### config.mk
export PLATFORM = sky130hd
export DESIGN_NAME = dataflow_deadlock_monitor
export DESIGN_NICKNAME = d
export VERILOG_FILES = /design/src/rtl/dataflow_deadlock_monitor.sv
export SDC_FILE = /design/constraint.sdc
export NUM_CORES = 1
export LEC_CHECK = 0
export ABC_AREA = 1
export CAP_MARGIN = 40
export CELL_PAD_IN_SITES_DETAIL_PLACEMENT = 0
export CELL_PAD_IN_SITES_GLOBAL_PLACEMENT = 1
export CORE_ASPECT_RATIO = 2
export CORE_MARGIN = 2
export CORE_UTILIZATION = 40
export DETAILED_ROUTE_END_ITERATION = 8
export PLACE_DENSITY = 0.73
export SKIP_CTS_REPAIR_TIMING = 1
export SLEW_MARGIN = 20
export SYNTH_ARGS = -nofsm -noshare
export SYNTH_HDL_FRONTEND = slang
export SYNTH_SLANG_ARGS = --single-unit
### constraint.sdc
create_clock -name clock -period 4.6 [get_ports clock]
set_clock_uncertainty 0.2 [all_clocks]
set_input_delay 1.15 -clock clock [delete_from_list [all_inputs] [get_ports clock]]
set_output_delay 1.15 -clock clock [all_outputs]
set_load 0.02 [all_outputs]
### src/rtl/dataflow_deadlock_monitor.sv
// rtl/dataflow_deadlock_monitor.sv - stall-based deadlock detector with wait-for chain report stream
module dataflow_deadlock_monitor #(
  parameter int PROC_NUM = 4,
  parameter int IDX_W    = 2,
  parameter int CNT_W    = 16
) (
  input  logic                         clock,
  input  logic                         reset,
  input  logic                         enable,
  input  logic                         clear,
  input  logic [CNT_W-1:0]             stall_thresh,
  input  logic [PROC_NUM-1:0]          blk_vec,
  input  logic [PROC_NUM*PROC_NUM-1:0] dep_vec,
  output logic                         dl_detect,
  output logic [PROC_NUM-1:0]          origin_vec,
  output logic                         rpt_valid,
  input  logic                         rpt_ready,
  output logic [IDX_W-1:0]             rpt_proc_idx,
  output logic [IDX_W:0]               rpt_cycle_id,
  output logic                         rpt_last,
  output logic                         rpt_open,
  output logic                         rpt_done
);

  typedef enum logic [1:0] {S_IDLE, S_PICK, S_EMIT, S_DONE} state_t;

  state_t                            state, state_nxt;
  logic [CNT_W-1:0]                  cnt [PROC_NUM];
  logic [PROC_NUM-1:0]               hung;
  logic [PROC_NUM-1:0]               det_reg;
  logic [PROC_NUM-1:0]               done_reg;
  logic [PROC_NUM-1:0]               pend;
  logic [PROC_NUM-1:0][PROC_NUM-1:0] dep_reg;
  logic [IDX_W-1:0]                  origin;
  logic [IDX_W-1:0]                  cur;
  logic [IDX_W-1:0]                  step;
  logic [IDX_W-1:0]                  pick_idx;
  logic [IDX_W-1:0]                  nxt;
  logic [IDX_W:0]                    cycle_id;
  logic                              has_nxt;
  logic                              nxt_seen;
  logic                              closed;
  logic                              open_chain;
  logic                              last_entry;

  // Per-process stall counters: run while blocked and enabled, saturate at all-ones
  always_ff @(posedge clock or posedge reset) begin
    if (reset) begin
      for (int i = 0; i < PROC_NUM; i++) cnt[i] <= '0;
    end else begin
      for (int i = 0; i < PROC_NUM; i++) begin
        if (clear || !enable || !blk_vec[i]) cnt[i] <= '0;
        else if (cnt[i] != '1)               cnt[i] <= cnt[i] + 1'b1;
      end
    end
  end

  // Hung flags; a zero threshold disables detection entirely
  always_comb begin
    hung = '0;
    for (int i = 0; i < PROC_NUM; i++)
      hung[i] = (stall_thresh != '0) && (cnt[i] >= stall_thresh);
  end

  // Lowest hung process not yet reported becomes the next chain origin
  always_comb begin
    pend     = det_reg & ~done_reg;
    pick_idx = '0;
    for (int i = PROC_NUM - 1; i >= 0; i--)
      if (pend[i]) pick_idx = IDX_W'(i);
  end

  // Chain successor and termination; the current entry counts as already reported
  always_comb begin
    nxt     = '0;
    has_nxt = 1'b0;
    for (int j = PROC_NUM - 1; j >= 0; j--) begin
      if (dep_reg[cur][j] && det_reg[j]) begin
        nxt     = IDX_W'(j);
        has_nxt = 1'b1;
      end
    end
    nxt_seen   = done_reg[nxt] || (nxt == cur);
    closed     = has_nxt && (nxt == origin);
    open_chain = !closed && (!has_nxt || nxt_seen || (step == IDX_W'(PROC_NUM - 1)));
    last_entry = closed || open_chain;
  end

  // State register
  always_ff @(posedge clock or posedge reset) begin
    if (reset) state <= S_IDLE;
    else       state <= state_nxt;
  end

  // Next-state logic; clear overrides any handshake in the same cycle
  always_comb begin
    state_nxt = state;
    if (clear) begin
      state_nxt = S_IDLE;
    end else begin
      case (state)
        S_IDLE:  if (|hung) state_nxt = S_PICK;
        S_PICK:  state_nxt = (pend == '0) ? S_DONE : S_EMIT;
        S_EMIT:  if (rpt_ready && last_entry) state_nxt = S_PICK;
        S_DONE:  state_nxt = S_DONE;
        default: state_nxt = S_IDLE;
      endcase
    end
  end

  // Snapshot capture and chain-walk bookkeeping
  always_ff @(posedge clock or posedge reset) begin
    if (reset) begin
      det_reg  <= '0;
      dep_reg  <= '0;
      done_reg <= '0;
      cycle_id <= '0;
      origin   <= '0;
      cur      <= '0;
      step     <= '0;
    end else if (clear) begin
      det_reg  <= '0;
      done_reg <= '0;
      cycle_id <= '0;
      origin   <= '0;
      cur      <= '0;
      step     <= '0;
    end else begin
      case (state)
        S_IDLE: begin
          if (|hung) begin
            det_reg  <= hung;
            dep_reg  <= dep_vec & {PROC_NUM{hung}};
            done_reg <= '0;
            cycle_id <= (IDX_W + 1)'(1);
          end
        end
        S_PICK: begin
          if (pend != '0) begin
            origin <= pick_idx;
            cur    <= pick_idx;
            step   <= '0;
          end
        end
        S_EMIT: begin
          if (rpt_ready) begin
            done_reg[cur] <= 1'b1;
            step          <= step + 1'b1;
            if (last_entry) cycle_id <= cycle_id + 1'b1;
            else            cur      <= nxt;
          end
        end
        default: ;
      endcase
    end
  end

  // Report port and status outputs decoded from registered state
  always_comb begin
    dl_detect    = |det_reg;
    rpt_valid    = (state == S_EMIT);
    rpt_done     = (state == S_DONE);
    rpt_proc_idx = cur;
    rpt_cycle_id = cycle_id;
    rpt_last     = (state == S_EMIT) && last_entry;
    rpt_open     = (state == S_EMIT) && open_chain;
    origin_vec   = '0;
    if (state == S_EMIT) origin_vec[origin] = 1'b1;
  end

endmodule

# Yosys cells after proc, flatten, opt, wreduce, memory -nomap -nowiden
# Cells that the tools add are included.
classes:
  n_addsub: 6
  n_mul: 0
  n_div: 0
  n_lt_le_gt_ge: 9
  n_eq_ne: 16
  shifts: 0
  n_mux: 57
  bitwise_logic: 5
  n_reduce_logical: 55
ops:
  columns: ["operator", "count"]
  rows:
  - ["$mux W16", 8]
  - ["$add A16 B1 Y16 const B", 4]
  - ["$ge A16 B16 Y1", 4]
  - ["$ne A16 B16 Y1 const B", 4]
  - ["$mux W2", 20]
  - ["$mux W4", 8]
  - ["$and A16 B16 Y16", 1]
  - ["$reduce_bool A16 Y1", 1]
  - ["$reduce_bool A2 Y1", 8]
  - ["$logic_and A1 B1 Y1", 15]
  - ["$mux W3", 4]
  - ["$logic_or A1 B1 Y1", 9]
  - ["$lt A2 B3 Y1 const B", 3]
  - ["$ne A3 B2 Y1 const B", 3]
  - ["$ne A3 B3 Y1 const B", 3]
  - ["$reduce_and A3 Y1", 3]
  - ["$bmux W4 S2", 1]
  - ["$mux W1", 8]
  - ["$pmux W2 S2", 2]
  - ["$pmux W2 S4", 1]
  - ["$pmux W4 S2", 1]
  - ["$reduce_and A4 Y1", 2]
  - ["$reduce_or A4 Y1", 2]
  - ["$logic_not A1 Y1", 7]
  - ["18 further kinds", 26]
totals:
  ff_bits: 99
  latchBits: 0
  ram_bits: 0
  rom_bits: 0
  in_bits: 41
  out_inout_bits: 14
  word_cells: 163
  mem_count: 0

# Logic depth before layout (Yosys ltp)
# Gate-level depths: netlist of run 1.
logic_depth:
  word_depth: 18
  depth_mapped: 19
  ltp_nobuf: 19

# Worst setup path before layout of run 1
# Ideal clock, no wire load.
synth_path:
  path_kind: "register to output"
  from: "register cur[1] (netlist: rpt_proc_idx[1])"
  to: "output port rpt_last"
  arrival_time_ns: 1.852
  required_time_ns: 3.250
  path_slack_ns: 1.398
  path_stages_with_launch: 13
  cell_sequence: "dfrtp_1 buf_6 nand2_1 clkinv_1 nand2_1 nand3_2 nand2_4 nand2_4 inv_4 nand2_4 nand2_1 o2111ai_4 a21oi_1"
synth_via:
  elab_chain_cells: 15
  elab_cells_between_ends: 27
  classes_between: "eq/ne (2); mux (12); reduce/logical (13)"
synth_rtl:
  columns: ["element", "line", "rtl"]
  rows:
  - ["from (decl)", "35", "logic [IDX_W-1:0] cur;"]
  - ["from (signal assigned)", "141", "cur <= pick_idx;"]
  - ["from (signal assigned)", "150", "else cur <= nxt;"]
  - ["$bmux W4 S2", "78", "if (dep_reg[cur][j] && det_reg[j]) begin"]
  - ["$mux W4 (implied by the code)", "78", null]
  - ["$logic_and A1 B1 Y1", "78", null]
  - ["$mux W2 (4 in series)", "78", null]
  - ["$bmux W1 S2", "83", "nxt_seen = done_reg[nxt] || (nxt == cur);"]
  - ["$mux W1 (implied by the code)", "83", null]
  - ["$logic_or A1 B1 Y1", "83", null]
  - ["$logic_or A1 B1 Y1 (2 in series)", "85", "open_chain = !closed && (!has_nxt || nxt_seen || (step == IDX_W'(PROC_NUM - 1)));"]
  - ["$logic_and A1 B1 Y1", "85", null]
  - ["$logic_or A1 B1 Y1 (*)", "86", "last_entry = closed || open_chain;"]
  - ["$logic_and A1 B1 Y1 (*)", "165", "rpt_last = (state == S_EMIT) && last_entry;"]
  - ["to (decl)", "20", "output logic rpt_last,"]
# Mark *: on every way between the ends. The rest lies on a longest branch, timed or not. The select of a mux whose other input is x is not followed.

# Worst setup path in the final report of run 1
layout_path:
  from: "register cur[0] (netlist: rpt_proc_idx[0])"
  to: "output port rpt_last"
# The elaborated chain is that of the path after synthesis.

==> metrics.cfg, run 1 <==
[detailed_routing]
drc=0
top_layer=met4
wl_met2_mm=10.83
m1WireLength_mm=7.223
wl_mm=19.36
routed-wl-met3_um=447
wl_per_cell_um=16.45
ant_nets=0
avgViaCountPerCell=5.291
vias=6228
dr.pass1.iters=4
drt_iter0_drc=295

[placement]
detailed_place_hpwl_mm=15.55
dp_cells=1162
io_buffer_count=54
gp_congestion=0.8316

[synthesis]
synth_nets=1014
synth_warnings=0
synth_mux_area_share_pct=0
synth_commonest_cells=206 x nand2_1, 104 x inv_1, 99 x dfrtp_1
synth-seq-cells=99
synth_xor_xnor_area_share_pct=1.023
synth_compound_area_share_pct=12.94
yosysMostFrequentCell=nand2_1
syn_area_mm2=0.006848
synth_simple_gate_area_share_pct=30.04
synth_top_area_share_pct=36.18
synth_top_family_by_area=simple AND/OR/NAND/NOR gates
synth.avg_cell_area_um2=7.583
synth_area_leader_cell=dfrtp_1
synthCells=903
ys_seq_area_share_pct=36.18
synthDistinctLibCells=44
ys.flop_type=dfrtp_1
synth-edff-count=0
synth_area_leaders=dfrtp_1 36%, ha_1 13%, nand2_1 11%, inv_1 5.7%, nand3_1 5.3%
synthArstFlopShare_pct=100.0
synthAdderAreaFrac_pct=12.79

[worst_setup_path]
arrival_ns=2.74
reg2reg_setup_slack_ns=1.87
ff2ff_path_depth=11
critPathRequiredTime_ns=3.25
cp-start-kind=flip-flop
crit_path_start=rpt_proc_idx[0]
cp_max_fo=9
timing_worst_setup_path_type=reg -> out
end_kind=output port
reg2reg_to=det_reg[0]
timing.rr.start=cnt[23]

[timing]
slew_violations=0
hold_ws_ns=0.2739
hold_viol=0
setup_viol=0
max_freq_mhz=244.4
tns_ns=0
grt_setup_unrepaired=no
relSlewSlack_pct=52.60
worst_pin_slew_ns=0.7110
fin_crit_sh_pct=88.95
layout_min_cycle_time_ns=4.092

[worst_hold_path]
hp-start=dep_reg[5]
min_to=dep_reg[5]
hp-class=reg -> reg
hold_depth=2

[finish]
syn_to_final_growth_pct=16.72
diodes=0
largest_reg_flops=64
fin_cells=1177
drive_gt1_share_pct=6.186
nets=1077

[pwr]
leakage_nw=3.822
p_sw_w=0.0005181
clkPwrFrac_pct=42.0
pwr-share-seq_pct=44.9
pwr-share-comb_pct=13.0
p_int_w=0.001473
power_density_mw_per_mm2=249.1
switching_share_pct=26.02
ir_drop_uv=160.6

[global_routing]
grt_antenna_before_repair=0
grt_pass1_wl_mm=31.77
grt_pass1_vias=6444
grt_usage_pct=22.86
grt_max_degree=54
grt_overflow=0

[floorplanning]
die_x_um=96.52
fp.dieH_um=189.0
pin_count=55
start_util_pct=40.84
fp.dieArea_mm2=0.01825
rows=67
core_area_mm2=0.01677

[flow_run]
maxCapViolations=0

[clock_tree]
cts_tree=done
cts_buffer_depth=2
clock_latency_ns=0.36
root_buffer=clkbuf_16
cts.sinks=99
h-tree-depth=3
clkTransAtPathRegs_ns=0.07
cts_made_buffers=9

[status]
status=finished clean

==> cell type report <==
cell class	instances	area [um2]
multi-input cells	682	3889
clock buffers	10	239.0
clock inverters	5	82.58
repair buffers	64	628.1
well taps	207	259.0
fillers	1781	8773
flip-flops and latches	99	2477
inverters	110	417.9
==> critical path: stages (launching register included) <==
cell and delay, ns:
dfrtp_1 0.46, buf_4 0.21, nor2_2 0.15, nand2_2 0.05, nand2_1 0.07, nor2_2 0.05
nor2_4 0.10, nand2_2 0.07, nand2_4 0.09, nand2_4 0.07, nand2_1 0.06, nand3_1 0.08
nand2_2 0.13, nor2_8 0.05, a21oi_1 0.12, clkdlybuf4s50_1 0.61
==> placed cells by master (no fill, tap or decap), types with 3 or more instances in the layout <==
cell,Yosys,layout
inv_1,104,103
nor2_1,80,80
a31oi_1,7,7
nand2_1,206,206
o211ai_1,3,3
nand3_2,3,3
a211oi_1,8,8
o21ai_0,43,43
o21a_1,5,5
o21ai_1,7,7
xor2_1,6,6
a21oi_1,59,59
o21bai_1,3,3
dfrtp_1,99,99
nand2_4,5,5
nor4_1,9,9
nand3_1,73,73
o211a_1,3,3
o31ai_1,3,3
nand4_1,16,16
clkinv_1,3,3
nand2_2,13,13
ha_1,70,70
buf_4,0,9
o22ai_1,4,4
nor2_2,3,3
nor3_1,37,37
clkdlybuf4s50_1,0,54
clkbuf_16,0,9
==> cells by family after synthesis <==
| kind of cell | count (synthesis) |
|---|---|
| and+or+nand+nor | 453 |
| AOI/OAI and AO/OA | 151 |
| buffers and inverters | 122 |
| DFF | 99 |
| adders and majority gates | 70 |
| xor gates and xnor gates | 8 |
==> through the flow <==
stage	cell area, um2	utilization (%)	power, W	setup WS, ns
final	7993	47.67	0.001991	0.5082
after detailed placement	7671	45.75	0.001176	0.4716
after CTS	7993	47.67	0.002023	0.4625
after global placement	7671	45.75	0.001175	0.4938
after global routing	7993	47.67	0.002082	0.2582
after floorplan	6848	-	0.001059	0.6596
==> worst max-delay path by stage <==
stage,cells past startpoint,end
3_5_place_dp,14,det_reg[0]
5_1_grt,16,rpt_last
4_1_cts,15,rpt_last
6_report,15,rpt_last
2_1_floorplan,1,cnt[0]
3_3_place_gp,16,dep_reg[11]
==> power groups by stage <==
stage / clock (W) / combinational (W) / sequential (W)
2_1_floorplan: 0 / 0.000143 / 0.000915
5_1_grt: 0.000893 / 0.000292 / 0.000897
4_1_cts: 0.000864 / 0.000265 / 0.000894
3_3_place_gp: 0 / 0.000263 / 0.000912
6_report: 0.000836 / 0.000260 / 0.000895
3_5_place_dp: 0 / 0.000264 / 0.000911
==> per-layer routing <==
layer  vias to the layer above  global-route usage (%)
met5                         -                       0
met4                         0                   10.89
met3                        38                   2.427
met2                       107                   43.48
met1                      2909                   23.88
li1                       3174                       -
Note: power is estimated with default switching activity, not from simulation.
==> inputs of run 2 (changes only) <==
Settings changed: SKIP_CTS_REPAIR_TIMING 1 to not set.
==> results of run 2 <==
The final DEF is identical to that of run 1; final timing and power are the same.
==> inputs of run 3 (changes only) <==
Settings changed: TNS_END_PERCENT set to 100.
==> results of run 3 <==
The final DEF is identical to that of run 1; final timing and power are the same.
==> RTL edit 1 (config.mk and constraints of run 1) <==
Re-encode `state_t` (4 states) as Gray code, 2 bits wide.
--- a/src/rtl/dataflow_deadlock_monitor.sv
+++ b/src/rtl/dataflow_deadlock_monitor.sv
@@ -24,3 +24,3 @@
 
-  typedef enum logic [1:0] {S_IDLE, S_PICK, S_EMIT, S_DONE} state_t;
+  typedef enum logic [1:0] {S_IDLE = 2'b00, S_PICK = 2'b01, S_EMIT = 2'b11, S_DONE = 2'b10} state_t;
 
Formal check against the unedited RTL: same outputs for any inputs over 4 cycles, from zero or initial values and one cycle with reset high; so few cycles prove little.
==> RTL edit 1 against run 1 <==
  * Combinational power is 42% higher
  * Via count grew 2.4%
  * Final area up 0.92%
  * Register-to-register slack got worse by 0.15 ns
  * Critical path depth fell by 2
  * Sequential share of layout area decreased by 0.28 points
  * Setup slack lost 0.14 ns
  * Routed wire length increased by 4.3%
  * Power is 3.5% higher
  * Sequential cell count unchanged
  * Utilization fell by 0.74 points
  * Area after synthesis increased by 1.6%
  * Cell count increased by 2.0%
  * Critical path type unchanged
  * Critical endpoint unchanged
==> RTL edit 1: results (changes against run 1) <==
* Largest net degree at the start of global routing at 51 (-5.6%)
* Met3 global-route usage at 2.20% (-0.23 points)
* Synth async-reset ratio at 100% (unchanged)
* Non-clk buf share at 7.41% (-0.44 points)
* Worst slack, placed at 0.383 ns (-0.0890 ns)
* Synthesized Nets at 1,038 (+2.4%)
* DRT Wirelength at 20,200 um (+4.3%)
* Worst skew pair latency at 0.35 ns
* Hold path startpoint: dep_reg[4]
* Clkbuf count at 13 (+3)
* GPL Wtd Cong at 0.822 (-1.2%)
* Final nets at 1,101 (+2.2%)
* Number of non-clock buffers in the layout at 60 (-6.3%)
* Largest cells by area after synthesis: dfrtp_1 (36%), ha_1 (13%), nand2_1 (12%)
* Register share of the cell area at 30.7% (-0.28 points)
* Met2 Usage GRT at 46.6% (+3.1 points)
* RR Startpoint: cnt[47]
* Register area share after synthesis at 35.6% (-0.57 points)
* Outcome: completed
* Met1 usage at 22.8% (-1.1 points)
* DP HPWL at 16,300 um (+4.6%)
* Commonest cells post-synth: nand2_1 (218), inv_1 (105), dfrtp_1 (99)
* FF-to-FF setup slack at 1.72 ns (-0.15 ns)
* Fillers at 1,747 (-1.9%)
* 1st-iter DRT viols at 318 (+7.8%)
* VDD IR max at 0.154 mV (-4.0%)
* Drt via density at 5.31 (+0.43%)
* GRT Total Usage at 22.7% (-0.21 points)
* Vias in the first global route at 6,533 (+1.4%)
* First-pass GRT wire length at 32,900 um (+3.6%)
* Multi-input gate share of the layout cell area at 49.8% (+1.1 points)
* WHS Endpoint: dep_reg[4]
* Rel. slew slack at 52.6% (about the same)
* Final clock-cell share at 3.66% (-0.36 points)
* Max FO, Critical Path at 9 (unchanged)
* Pleak at 3.84 nW (+0.46%)
* Inverters at 111 (+0.91%)
* Reg2Reg Depth at 13 (+2)
* Multi-input gates at 705 (+3.4%)
* R2R Path End: dep_reg[14]
* Layout cells sized above 1 at 6.26% (+0.077 points)
* Synth unique cells at 39 (-11%)
* CP Data Arrival Time at 2.88 ns (+0.14 ns)
RTL edit 1: kinds of logic after synthesis:
kind of cell             Yosys count  share of synthesized area [%]
AO/OA/AOI/OAI                    164                           13.3
AND/OR/NAND/NOR                  462                           30.5
flip-flops                        99                           35.6
XOR/XNOR                           5                          0.630
adder cells (fa/ha/maj)           74                           13.3
buffers and inverters            119                           6.69
RTL edit 1: worst max-delay path by stage:
stage,startpoint,end,slack (ns)
global placement,stall_thresh[11],dep_reg[6],0.42
finish,rpt_proc_idx[0],rpt_last,0.37
detailed placement,stall_thresh[11],dep_reg[6],0.38
floorplan,reset,cnt[0],0.66
CTS,rpt_proc_idx[0],rpt_last,0.33
global route,rpt_proc_idx[0],rpt_last,0.21
RTL edit 1: stage by stage:
step | cell area, um^2 | power (mW) | instances | utilization [%] | hold WS [ns]
global placement | 7770 | 1.30 | 1185 | 45.2 | 0.264
global route | 8070 | 2.17 | 1200 | 46.9 | 0.298
detailed placement | 7770 | 1.31 | 1185 | 45.2 | 0.266
floorplan | 6960 | 1.16 | 923 | - | 0.249
finish | 8070 | 2.06 | 1200 | 46.9 | 0.279
CTS | 8070 | 2.09 | 1200 | 46.9 | 0.284
RTL edit 1: layer usage:
layer / share of wire (%) / wire length [um]
met4: 2.7 / 547
met1: 36 / 7340
met3: 2.1 / 422
met2: 59 / 11900
met5: 0 / 0
RTL edit 1: report_power, final:
group / internal [mW] / total, mW / switching (mW)
registers: 0.892 / 0.915 / 0.0229
clock network: 0.448 / 0.776 / 0.328
logic: 0.142 / 0.370 / 0.229
total: 1.48 / 2.06 / 0.579
RTL edit 1: worst max-delay path: cells and delay by family (launching register included):
family	cells	cell delay (ns)
simple gates	8	0.76
buf+inv	3	0.89
compound gates	2	0.32
flops	1	0.56
==> RTL edit 2 (flow settings as in run 1) <==
Made on the original files. Change the parameter `IDX_W` from 2 to 1.
--- a/src/rtl/dataflow_deadlock_monitor.sv
+++ b/src/rtl/dataflow_deadlock_monitor.sv
@@ -3,3 +3,3 @@
   parameter int PROC_NUM = 4,
-  parameter int IDX_W    = 2,
+  parameter int IDX_W    = 1,
   parameter int CNT_W    = 16
Interface: changed (resized rpt_cycle_id and rpt_proc_idx); port bits go from 55 to 53. No check against the original RTL was run, so the function may have changed too.
==> RTL edit 2 against run 1 <==
  * Setup slack better by 0.19 ns
  * Area after synthesis is 7.7% lower
  * Final area is 8.8% lower
  * Count of clock-buffer cells in the layout stayed put
  * Sequential cell count is 14 lower
  * Routed wire length is 19% lower
  * Cell count is 7.1% lower
  * Power is 13% lower
  * Largest cell class unchanged
  * Largest power group unchanged
  * Highest routed layer unchanged
==> RTL edit 2: results (changes against run 1) <==
* Num CTS Buffers at 9 (unchanged)
* Synth async-reset ratio at 100% (unchanged)
* CP Data Arrival Time at 2.55 ns (-0.19 ns)
* VDD IR max at 0.171 mV (+6.7%)
* Fillers at 1,612 (-9.5%)
* Share of the synthesized area in the top cell type at 33.7% (-2.5 points)
* Worst slack, placed at 0.793 ns (+0.321 ns)
* Outcome: completed
* Top delay family on crit path: buffers and inverters
* Met3 global-route usage at 2.45% (+0.021 points)
* Clk Tree Root Cell: clkbuf_16
* DR WL/cell at 14.2 um (-13%)
* Via count at 5,560 (-11%)
* GPL Wtd Cong at 0.806 (-3.1%)
* Pre-Repair DR Iteration Count at 5 (+1)
* CP max-delay cell: dfrtp_1
* 1st-iter DRT viols at 147 (-50%)
* Worst skew pair latency at 0.34 ns (-0.02 ns)
* Met1 usage at 27.5% (+3.6 points)
* Syn Area/Cell at 7.55 um^2 (-0.47%)
* Largest net degree at the start of global routing at 34 (-37%)
* Vias in the first global route at 5,459 (-15%)
* Drt via density at 5.08 (-4.0%)
* EDFF count, synth at 0 (unchanged)
* Max FO, Critical Path at 11 (+2)
* Cell total after placement at 1,078 (-7.2%)
* Pleak at 3.51 nW (-8.2%)
* Worst-margin pin slew at 0.656 ns (-0.0551 ns)
* Commonest cells post-synth: nand2_1 (182), inv_1 (102), dfrtp_1 (85)
* Maxcap violations at 0 (unchanged)
* Diode count at 0 (unchanged)
* Htree depth at 3 (unchanged)
* GRT Total Usage at 19.7% (-3.1 points)
* Layout cells sized above 1 at 10.9% (+4.7 points)
* Register area share after synthesis at 33.7% (-2.5 points)
* IO buf count at 42 (-22%)
* Largest cells by area after synthesis: dfrtp_1 (34%), ha_1 (13%), nand2_1 (11%)
* First-pass GRT wire length at 26,600 um (-16%)
* Final nets at 997 (-7.4%)
* DP HPWL at 12,300 um (-21%)
* Met2 Usage GRT at 31.8% (-12 points)
* Synth unique cells at 53 (+20%)
* Initial antenna violation count at 0 (unchanged)
==> RTL edit 2: metal layers <==
| layer | routed length, um | share of wire (%) |
|---|---|---|
| met5 | 0 | 0 |
| met4 | 244 | 1.6 |
| met2 | 7400 | 47 |
| met3 | 350 | 2.2 |
| met1 | 7590 | 49 |
==> RTL edit 2: report_power, final <==
part           internal (mW)  total, mW  switching, mW  leakage [nW]
combinational         0.0823      0.213          0.131          2.18
clock                  0.440      0.755          0.315         0.149
sequential             0.758      0.774         0.0161          1.18
==> RTL edit 2: path summary, 6_finish.rpt <==
| kind | startpoint | endpoint | slack [ns] | depth (start not counted) |
|---|---|---|---|---|
| setup / recovery | rpt_proc_idx | rpt_last | 0.70 | 9 |
| hold / removal | dep_reg[6] | dep_reg[6] | 0.29 | 2 |
| setup reg to reg | cnt[55] | dep_reg[4] | 2.31 | 16 |
| hold reg to reg | dep_reg[6] | dep_reg[6] | 0.29 | 2 |
| max in group asynchronous | reset | cnt[43] | 2.58 | 3 |
| min in group asynchronous | reset | done_reg[1] | 0.99 | 2 |
==> RTL edit 2: kinds of logic (layout without fill, tap and decap cells) <==
group / Yosys count / after routing / share of synthesized area [%]
flip-flops: 85 / 85 / 33.7
other: 1 / 2 / 0.0594
adder cells (fa/ha/maj): 68 / 68 / 13.5
AO/OA/AOI/OAI: 152 / 152 / 13.8
XOR/XNOR: 6 / 6 / 0.832
AND/OR/NAND/NOR: 393 / 393 / 29.8
buffers and inverters: 132 / 187 / 8.34
==> RTL edit 2: tightest hold or removal path, stage by stage, from the launching register on <==
cell and delay (ns):
dfrtp_1 0.35, nand2_1 0.07, o21ai_2 0.05
==> RTL edit 2: cell type report <==
class | count | share of cell area [%]
Clock buffer | 10 | 3.28
Clock inverter | 6 | 0.944
Inverter | 124 | 6.43
Multi-Input combinational cell | 621 | 50.3
Sequential cell | 85 | 29.2
Tap cell | 201 | 3.45
Timing Repair Buffer | 47 | 6.45
==> RTL edit 2: per-stage QoR <==
stage	power (mW)	instance area, um^2	utilization [%]
finish	1.74	7290	46.7
global route	1.83	7290	46.7
CTS	1.77	7290	46.7
detailed placement	1.00	6990	44.7
global placement	0.999	6970	44.6
floorplan	0.910	6320	-
